$ cat src/rtl/ram_port_arbiter_if.sv
// Bundle of requester-side and RAM-side signals around the shared RAM port arbiter.
// The arbiter uses the slave view; requesters plus memory_control together form the master view.
interface ram_port_arbiter_if #(
    parameter int NREQ = 2,
    parameter int AW   = 32,
    parameter int DW   = 32
);
    localparam int IW = (NREQ > 1) ? $clog2(NREQ) : 1;

    logic [NREQ-1:0]    req_ren;
    logic [NREQ-1:0]    req_wen;
    logic [NREQ*AW-1:0] req_addr;
    logic [NREQ*DW-1:0] req_store;
    logic [NREQ-1:0]    req_wait;
    logic [DW-1:0]      req_load;
    logic               ram_ren;
    logic               ram_wen;
    logic [AW-1:0]      ram_addr;
    logic [DW-1:0]      ram_store;
    logic [DW-1:0]      ram_load;
    logic [1:0]         ram_state;
    logic               grant_vld;
    logic [IW-1:0]      grant_id;
    logic               ram_err;

    modport slave (
        input  req_ren, req_wen, req_addr, req_store, ram_load, ram_state,
        output req_wait, req_load, ram_ren, ram_wen, ram_addr, ram_store,
               grant_vld, grant_id, ram_err
    );

    modport master (
        output req_ren, req_wen, req_addr, req_store, ram_load, ram_state,
        input  req_wait, req_load, ram_ren, ram_wen, ram_addr, ram_store,
               grant_vld, grant_id, ram_err
    );
endinterface

$ cat src/rtl/ram_port_arbiter.sv
// Round-robin arbiter sharing one RAM port among NREQ requesters; each grant is held
// for a BURST_LEN-word block, with words completing when memory reports ACCESS.
module ram_port_arbiter #(
    parameter int NREQ      = 2,
    parameter int AW        = 32,
    parameter int DW        = 32,
    parameter int BURST_LEN = 2
) (
    input  logic              CLK,
    input  logic              RST,
    ram_port_arbiter_if.slave bus
);
    localparam int IW = (NREQ > 1) ? $clog2(NREQ) : 1;
    localparam int CW = $clog2(BURST_LEN) + 1;
    localparam logic [1:0]    RS_ACCESS = 2'd2;
    localparam logic [1:0]    RS_ERROR  = 2'd3;
    localparam logic [CW-1:0] LAST_WORD = CW'(BURST_LEN - 1);

    typedef enum logic {IDLE = 1'b0, XFER = 1'b1} state_t;

    state_t          state_reg, state_next;
    logic [IW-1:0]   owner_reg, owner_next, rr_pick, rr_idx;
    logic [CW-1:0]   count_reg, count_next;
    logic            ram_err_reg, ram_err_next;
    logic [NREQ-1:0] active;
    logic            xfer, access, active_owner;

    assign active       = bus.req_ren | bus.req_wen;
    assign xfer         = (state_reg == XFER);
    assign access       = (bus.ram_state == RS_ACCESS);
    assign active_owner = active[owner_reg];

    // Scan from farthest to nearest so the requester just after the owner wins;
    // the owner itself (k == NREQ) has the lowest priority.
    always_comb begin
        rr_pick = owner_reg;
        rr_idx  = '0;
        for (int k = NREQ; k >= 1; k--) begin
            rr_idx = IW'((int'(owner_reg) + k) % NREQ);
            if (active[rr_idx]) rr_pick = rr_idx;
        end
    end

    always_comb begin
        state_next   = state_reg;
        owner_next   = owner_reg;
        count_next   = count_reg;
        ram_err_next = ram_err_reg;
        case (state_reg)
            IDLE: begin
                if (|active) begin
                    state_next = XFER;
                    owner_next = rr_pick;
                    count_next = '0;
                end
            end
            XFER: begin
                if (bus.ram_state == RS_ERROR) ram_err_next = 1'b1;
                // Owner withdrawing its request is the only way out of a stuck or errored burst.
                if (!active_owner) begin
                    state_next = IDLE;
                    count_next = '0;
                end else if (access) begin
                    if (count_reg == LAST_WORD) begin
                        state_next = IDLE;
                        count_next = '0;
                    end else begin
                        count_next = count_reg + CW'(1);
                    end
                end
            end
            default: state_next = IDLE;
        endcase
    end

    always_ff @(posedge CLK or posedge RST) begin
        if (RST) begin
            state_reg   <= IDLE;
            owner_reg   <= IW'(NREQ - 1);
            count_reg   <= '0;
            ram_err_reg <= 1'b0;
        end else begin
            state_reg   <= state_next;
            owner_reg   <= owner_next;
            count_reg   <= count_next;
            ram_err_reg <= ram_err_next;
        end
    end

    // Write wins when the owner raises both enables.
    always_comb begin
        bus.ram_ren   = 1'b0;
        bus.ram_wen   = 1'b0;
        bus.ram_addr  = '0;
        bus.ram_store = '0;
        if (xfer) begin
            bus.ram_wen   = bus.req_wen[owner_reg];
            bus.ram_ren   = bus.req_ren[owner_reg] & ~bus.req_wen[owner_reg];
            bus.ram_addr  = bus.req_addr[owner_reg*AW +: AW];
            bus.ram_store = bus.req_store[owner_reg*DW +: DW];
        end
    end

    generate
        for (genvar gi = 0; gi < NREQ; gi++) begin : g_wait
            assign bus.req_wait[gi] = ~(xfer && (owner_reg == IW'(gi)) && access);
        end
    endgenerate

    assign bus.req_load  = bus.ram_load;
    assign bus.grant_vld = xfer;
    assign bus.grant_id  = owner_reg;
    assign bus.ram_err   = ram_err_reg;
endmodule

$ cat src/flat_wrapper.sv
// flat-port wrapper written by rule: the top's interface ports become plain ports
module ram_port_arbiter_flat 
#(
    parameter int NREQ      = 2,
    parameter int AW        = 32,
    parameter int DW        = 32,
    parameter int BURST_LEN = 2
)
  (CLK, RST, bus_req_ren, bus_req_wen, bus_req_addr, bus_req_store, bus_ram_load, bus_ram_state, bus_req_wait, bus_req_load, bus_ram_ren, bus_ram_wen, bus_ram_addr, bus_ram_store, bus_grant_vld, bus_grant_id, bus_ram_err);
  ram_port_arbiter_if #(.NREQ(NREQ), .AW(AW), .DW(DW)) bus_i ();
  input  logic CLK;
  input  logic RST;
  input wire logic [$bits(bus_i.req_ren)-1:0] bus_req_ren;
  input wire logic [$bits(bus_i.req_wen)-1:0] bus_req_wen;
  input wire logic [$bits(bus_i.req_addr)-1:0] bus_req_addr;
  input wire logic [$bits(bus_i.req_store)-1:0] bus_req_store;
  input wire logic [$bits(bus_i.ram_load)-1:0] bus_ram_load;
  input wire logic [$bits(bus_i.ram_state)-1:0] bus_ram_state;
  output wire logic [$bits(bus_i.req_wait)-1:0] bus_req_wait;
  output wire logic [$bits(bus_i.req_load)-1:0] bus_req_load;
  output wire logic [$bits(bus_i.ram_ren)-1:0] bus_ram_ren;
  output wire logic [$bits(bus_i.ram_wen)-1:0] bus_ram_wen;
  output wire logic [$bits(bus_i.ram_addr)-1:0] bus_ram_addr;
  output wire logic [$bits(bus_i.ram_store)-1:0] bus_ram_store;
  output wire logic [$bits(bus_i.grant_vld)-1:0] bus_grant_vld;
  output wire logic [$bits(bus_i.grant_id)-1:0] bus_grant_id;
  output wire logic [$bits(bus_i.ram_err)-1:0] bus_ram_err;
  assign bus_i.req_ren = bus_req_ren;
  assign bus_i.req_wen = bus_req_wen;
  assign bus_i.req_addr = bus_req_addr;
  assign bus_i.req_store = bus_req_store;
  assign bus_i.ram_load = bus_ram_load;
  assign bus_i.ram_state = bus_ram_state;
  assign bus_req_wait = bus_i.req_wait;
  assign bus_req_load = bus_i.req_load;
  assign bus_ram_ren = bus_i.ram_ren;
  assign bus_ram_wen = bus_i.ram_wen;
  assign bus_ram_addr = bus_i.ram_addr;
  assign bus_ram_store = bus_i.ram_store;
  assign bus_grant_vld = bus_i.grant_vld;
  assign bus_grant_id = bus_i.grant_id;
  assign bus_ram_err = bus_i.ram_err;
  ram_port_arbiter #(.NREQ(NREQ), .AW(AW), .DW(DW), .BURST_LEN(BURST_LEN)) u_core (.CLK(CLK), .RST(RST), .bus(bus_i));
endmodule
$ cat config.mk
export PLATFORM = sky130hd
export DESIGN_NAME = ram_port_arbiter_flat
export DESIGN_NICKNAME = d
export VERILOG_FILES = /design/src/rtl/ram_port_arbiter_if.sv /design/src/rtl/ram_port_arbiter.sv /design/src/flat_wrapper.sv
export SDC_FILE = /design/constraint.sdc
export NUM_CORES = 1
export LEC_CHECK = 0
export CORE_AREA = 2 2 106 108
export CTS_BUF_LIST = sky130_fd_sc_hd__clkbuf_8
export DETAILED_ROUTE_END_ITERATION = 12
export DIE_AREA = 0 0 108 110
export HOLD_SLACK_MARGIN = 0.06
export SETUP_SLACK_MARGIN = 0.02
export SLEW_MARGIN = 20
export SYNTH_ARGS = -nofsm -noshare
export SYNTH_HDL_FRONTEND = slang
export SYNTH_SLANG_ARGS = --single-unit
$ cat constraint.sdc
create_clock -name CLK -period 1.6 [get_ports CLK]
set_clock_uncertainty 0.1 [all_clocks]
set_input_delay 0.16 -clock CLK [delete_from_list [all_inputs] [get_ports CLK]]
set_output_delay 0.16 -clock CLK [all_outputs]
set_load 0.03 [all_outputs]
Word-level counts from Yosys, hierarchy flattened
Index checks and enable logic that the tools add are counted.
{"block": "totals", "ff_bits": 5, "latch_bits": 0, "mem_bits_rw": 0, "rom_bits": 0, "out_inout_bits": 103, "mem_count": 0}
{"block": "op_classes", "add_sub_neg": 3, "multipliers": 0, "div": 0, "magnitude_cmp": 3, "eq_ne": 5, "n_shift": 2, "mux": 26, "bitwise": 7, "reduce_logical": 9}
{"operator": "variable part select 64 x 7 -> 32 bit", "count": 2}
{"operator": "2-to-1 mux 32 bit", "count": 2}
{"operator": "2-to-1 mux 1 bit", "count": 18}
{"operator": "2-to-1 mux 2 bit", "count": 4}
{"operator": "less-than comparator 1 x 2 -> 1 bit (second input constant)", "count": 3}
{"operator": "NOT 1 bit", "count": 5}
{"operator": "== test 2 bit (second input constant)", "count": 2}
{"operator": "logical AND 1 bit", "count": 4}
{"operator": "one-hot mux 2 bit (2 select lines)", "count": 1}
{"operator": "AND reduction 2 bit", "count": 2}
{"operator": "inequality test 3 bit (second input constant)", "count": 1}
{"operator": "AND reduction 3 bit", "count": 1}
{"operator": "adder 1 bit (second input constant)", "count": 2}
{"operator": "adder 2 x 1 -> 2 bit (second input constant)", "count": 1}
{"operator": "== test 2 x 1 -> 1 bit (second input constant)", "count": 1}
{"operator": "inequality test 2 x 1 -> 1 bit (second input constant)", "count": 1}
{"operator": "bitwise OR 2 bit", "count": 1}
{"operator": "one-hot mux 1 bit (2 select lines)", "count": 1}
{"operator": "nonzero test 2 bit", "count": 1}
{"operator": "OR reduction 2 bit", "count": 1}
{"operator": "bitwise AND 1 bit", "count": 1}

Logic depth before layout (Yosys ltp)
{"block": "depth", "word_depth": 5, "ltp_mapped": 5, "depth_no_buf": 3}

Least setup slack after synthesis
Ideal clock, no wire load.
{"block": "synth_path", "path_kind": "register to output", "startpoint": "register u_core.owner_reg (netlist: u_core.bus.grant_id)", "endpoint": "output port bus_ram_ren", "t_arrival_ns": 1.495, "t_required_ns": 1.340, "setup_slack_ns": -0.155, "path_stages_with_launch": 5, "path_buffers": 2, "path_cell_list": "dfstp_2 -> buf_6 -> buf_6 -> a32oi_1 -> nor2_1"}
{"block": "synth_between", "elab_chain_cells": 5}
{"item": "start: declaration", "line": "ram_port_arbiter.sv:22", "text": "logic [IW-1:0] owner_reg, owner_next, rr_pick, rr_idx;"}
{"item": "start signal: assignment", "line": "ram_port_arbiter.sv:79", "text": "owner_reg <= IW'(NREQ - 1);"}
{"item": "start signal: assignment", "line": "ram_port_arbiter.sv:84", "text": "owner_reg <= owner_next;"}
{"item": "2-to-1 mux 1 bit (not written as such) (2 in a row)", "line": "ram_port_arbiter.sv:98", "text": "bus.ram_ren = bus.req_ren[owner_reg] & ~bus.req_wen[owner_reg];"}
{"item": "NOT 1 bit", "line": "ram_port_arbiter.sv:98"}
{"item": "bitwise AND 1 bit *", "line": "ram_port_arbiter.sv:98"}
{"item": "2-to-1 mux 1 bit *", "line": "ram_port_arbiter.sv:96", "text": "if (xfer) begin"}
{"item": "end: declaration", "line": "flat_wrapper.sv:21", "text": "output wire logic [$bits(bus_i.ram_ren)-1:0] bus_ram_ren;"}
Mark *: on every way between the ends. The rest lies on a longest branch, timed or not. The select of a mux whose other input is x is not followed.

Worst setup path after layout
{"block": "layout_path", "startpoint": "register u_core.owner_reg (netlist: u_core.bus.grant_id)", "endpoint": "output port bus_ram_store[5]"}
{"block": "layout_between", "elab_chain_cells": 2}
{"item": "variable part select 64 x 7 -> 32 bit", "line": "ram_port_arbiter.sv:100", "text": "bus.ram_store = bus.req_store[owner_reg*DW +: DW];"}
{"item": "2-to-1 mux 32 bit", "line": "ram_port_arbiter.sv:96"}
{"item": "end: declaration", "line": "flat_wrapper.sv:24", "text": "output wire logic [$bits(bus_i.ram_store)-1:0] bus_ram_store;"}
No other way between the ends.

==> results.toml <==
[outcome]
status = "finished, violations left"
violations = "negative setup slack"

[sta]
grt_setup_unrepaired = "true"
hold_ws_ps = 220
relSlewSlack_pct = 77.7
layout_setup_ws_ps = -289
drv_slew = 0
hold_violations = 0
finalSetupViolations = 71
period_share_pct = 118
worst-slew-pin-transition_ps = 331
period_needed_ps = 1890
fmax_mhz = 529
fin_setup_tns_ps = -16460

[floorplanning]
rows = 38
die_h_um = 110
core_region_area_mm2 = 0.0107
die_x_um = 108
io-pin-count = 271
start_util_pct = 15.3
die_area_mm2 = 0.0119

[routing]
vias_per_cell = 4.05
dr.first_iter.drc_count = 48
drc_errors = 0
vias = 2152
antenna_left = 0
drt_wl_total_um = 8240
firstDrtPassIters = 4
routedWlPerCell_um = 15.5

[layout]
fin_nets = 561
drive_gt1_share_pct = 46.4
final_area_mm2 = 0.00425
num_antenna_cells = 0
largest_reg_flops = 2
syn_to_final_growth_pct = 161

[global_routing]
grt_usage_pct = 11.6
grt_busiest_layer = "met2"
grt-ovfl-total = 0
grt_util_met3_pct = 3.53
grt_max_degree = 37
use_met1_pct = 11.8
grt_pass1_wl_um = 10800
grt_pass1_vias = 2052
met2_usage_pct = 23.6
antenna_found_initial = 0

[worst_setup_path]
max_stage_delay_ps = 660
critPathTopFamily = "flip-flops"
critical_path.cell_chain = "buf_12, buf_16, mux2i_1, nor2_2, buf_4"
slowest_stage = "dfstp_4"
crit_buf_inv = 3
cp.arrival_ps = 1630
path_class = "flip-flop to primary output"
crit_fanout = 11
start_kind = "flip-flop"
timing.critical_path.required_ps = 1340
end_kind = "primary output"

[synthesis]
netlist_area_mm2 = 0.00163
syn_area_per_cell_um2 = 7.78
synth_enable_flop_cells = 0
synth.most_common_cell = "nor2_1"
synth_common_cells = "nor2_1, mux2i_1, buf_4, buf_12, clkbuf_1"
yosys_warnings = 0
synth_cell_types = 26
synth_flop_cell = "dfrtp_1"
syn_inst = 210
ys_ff_latch = 5
synth_top_cell_by_area = "mux2i_1"
synthArstFlopShare_pct = 100
syn_nets = 378
synth_top_area_share_pct = 39.8
ys_seq_area_share_pct = 7.74
synthTopCellsByArea = "mux2i_1, nor2_1, buf_4"

[clocking]
cts.clk_slew.worst_paths_ps = 40
cts_max_level = 1
ctsRootBufferMaster = "clkbuf_8"
cts_num_sinks = 5
cts_made_buffers = 3
clock_latency_ps = 230
cts_tree = "done"
clock_path_buffers = 2

[power]
switching_power_mw = 3.56
p_int_mw = 3.59
clock_power_share_pct = 3.3
power.total_mw = 7.15
p_seq_share_pct = 3.3
p_leak_nw = 1.72
ir_worst_vdd_v = 0.000863
switching_share_pct = 49.8
power_density_mw_per_mm2 = 1680
comb_power_share_pct = 93.4

[placement]
pre_cts_ws_ps = -72.1
globalplace.congestion = 0.785
dpl_cell_area_mm2 = 0.00372
io_buffers = 206
hpwl_um = 6840

[job]
drv_cap = 0

[min_path]
hold_path.class = "input pin to primary output"
-- worst paths after layout --
kind | startpoint | end | slack (ps) | cells past startpoint
worst min register to register | u_core.bus.ram_err$_DFFE_PP0P_ | u_core.bus.ram_err$_DFFE_PP0P_ | 370 | 1
worst max register to register | u_core.bus.grant_id$_DFFE_PP1P_ | u_core.bus.grant_vld$_DFF_PP0_ | -210 | 6
min in group asynchronous | RST | u_core.count_reg[0]$_DFFE_PP0P_ | 600 | 3
worst min-delay path | bus_ram_load[12] | bus_req_load[12] | 220 | 0
max in group asynchronous | RST | u_core.bus.grant_id$_DFFE_PP1P_ | 550 | 3
worst max-delay path | u_core.bus.grant_id$_DFFE_PP1P_ | bus_ram_store[5] | -290 | 5
-- layout make-up --
cell class / count / area (um^2)
Multi-Input combinational cell: 154 / 1490
Sequential cell: 5 / 131
Fill cell: 1067 / 6440
Timing Repair Buffer: 226 / 2400
Clock inverter: 1 / 3.75
Inverter: 3 / 12.5
Clock buffer: 3 / 41.3
Tap cell: 140 / 175
-- power groups by stage --
| stage | sequential (mW) | combinational, mW | clock (mW) |
|---|---|---|---|
| global route | 0.244 | 7.02 | 0.256 |
| global placement | 0.253 | 5.65 | 0 |
| floorplan | 0.247 | 3.91 | 0 |
| CTS | 0.252 | 5.94 | 0.239 |
| detailed placement | 0.255 | 5.67 | 0 |
| finish | 0.235 | 6.68 | 0.237 |
-- through the flow --
| stage | utilization, % | instances |
|---|---|---|
| 2_1_floorplan | - | 210 |
| 3_3_place_gp | 34.8 | 520 |
| 3_5_place_dp | 34.8 | 520 |
| 4_1_cts | 36.4 | 526 |
| 5_1_grt | 39.8 | 532 |
| 6_report | 39.8 | 532 |
-- cell families after synthesis --
kind of cell	share of synthesized area, %
xor gates and xnor gates	0.536
muxes	39.8
buffers and inverters	26.9
AOI/OAI and AO/OA	4.83
DFF	7.74
and+or+nand+nor	20.2
-- cells in the final DEF (no fill, tap or decap), types with 2 or more instances in the layout --
cell type / Yosys / layout
mux2i_4: 0 / 13
buf_12: 6 / 13
inv_1: 2 / 3
mux2i_2: 0 / 14
clkbuf_8: 0 / 3
nor2_4: 0 / 11
dfrtp_1: 4 / 3
buf_8: 0 / 3
buf_6: 3 / 36
nand3b_1: 2 / 2
clkdlybuf4s50_1: 0 / 137
nor2_1: 70 / 19
nor2_2: 0 / 40
mux2i_1: 65 / 38
buf_4: 34 / 34
-- metal layers --
metal,routed length [um],vias to the layer above
met3,999,8
met1,2690,959
met4,52,0
li1,-,1042
met5,0,-
met2,4510,143
-- timing repair --
| item | in CTS | in global routing |
|---|---|---|
| buffers inserted | 1 | 5 |
| hold buffers | 1 | 0 |
| gates cloned | 0 | 1 |
| endpoints found under the hold margin | 4 | 0 |
| pin swaps | 0 | 11 |
| gates resized for setup | 26 | 62 |
| endpoints found under the setup margin | 71 | 72 |
(Power assumes the default switching activity.)
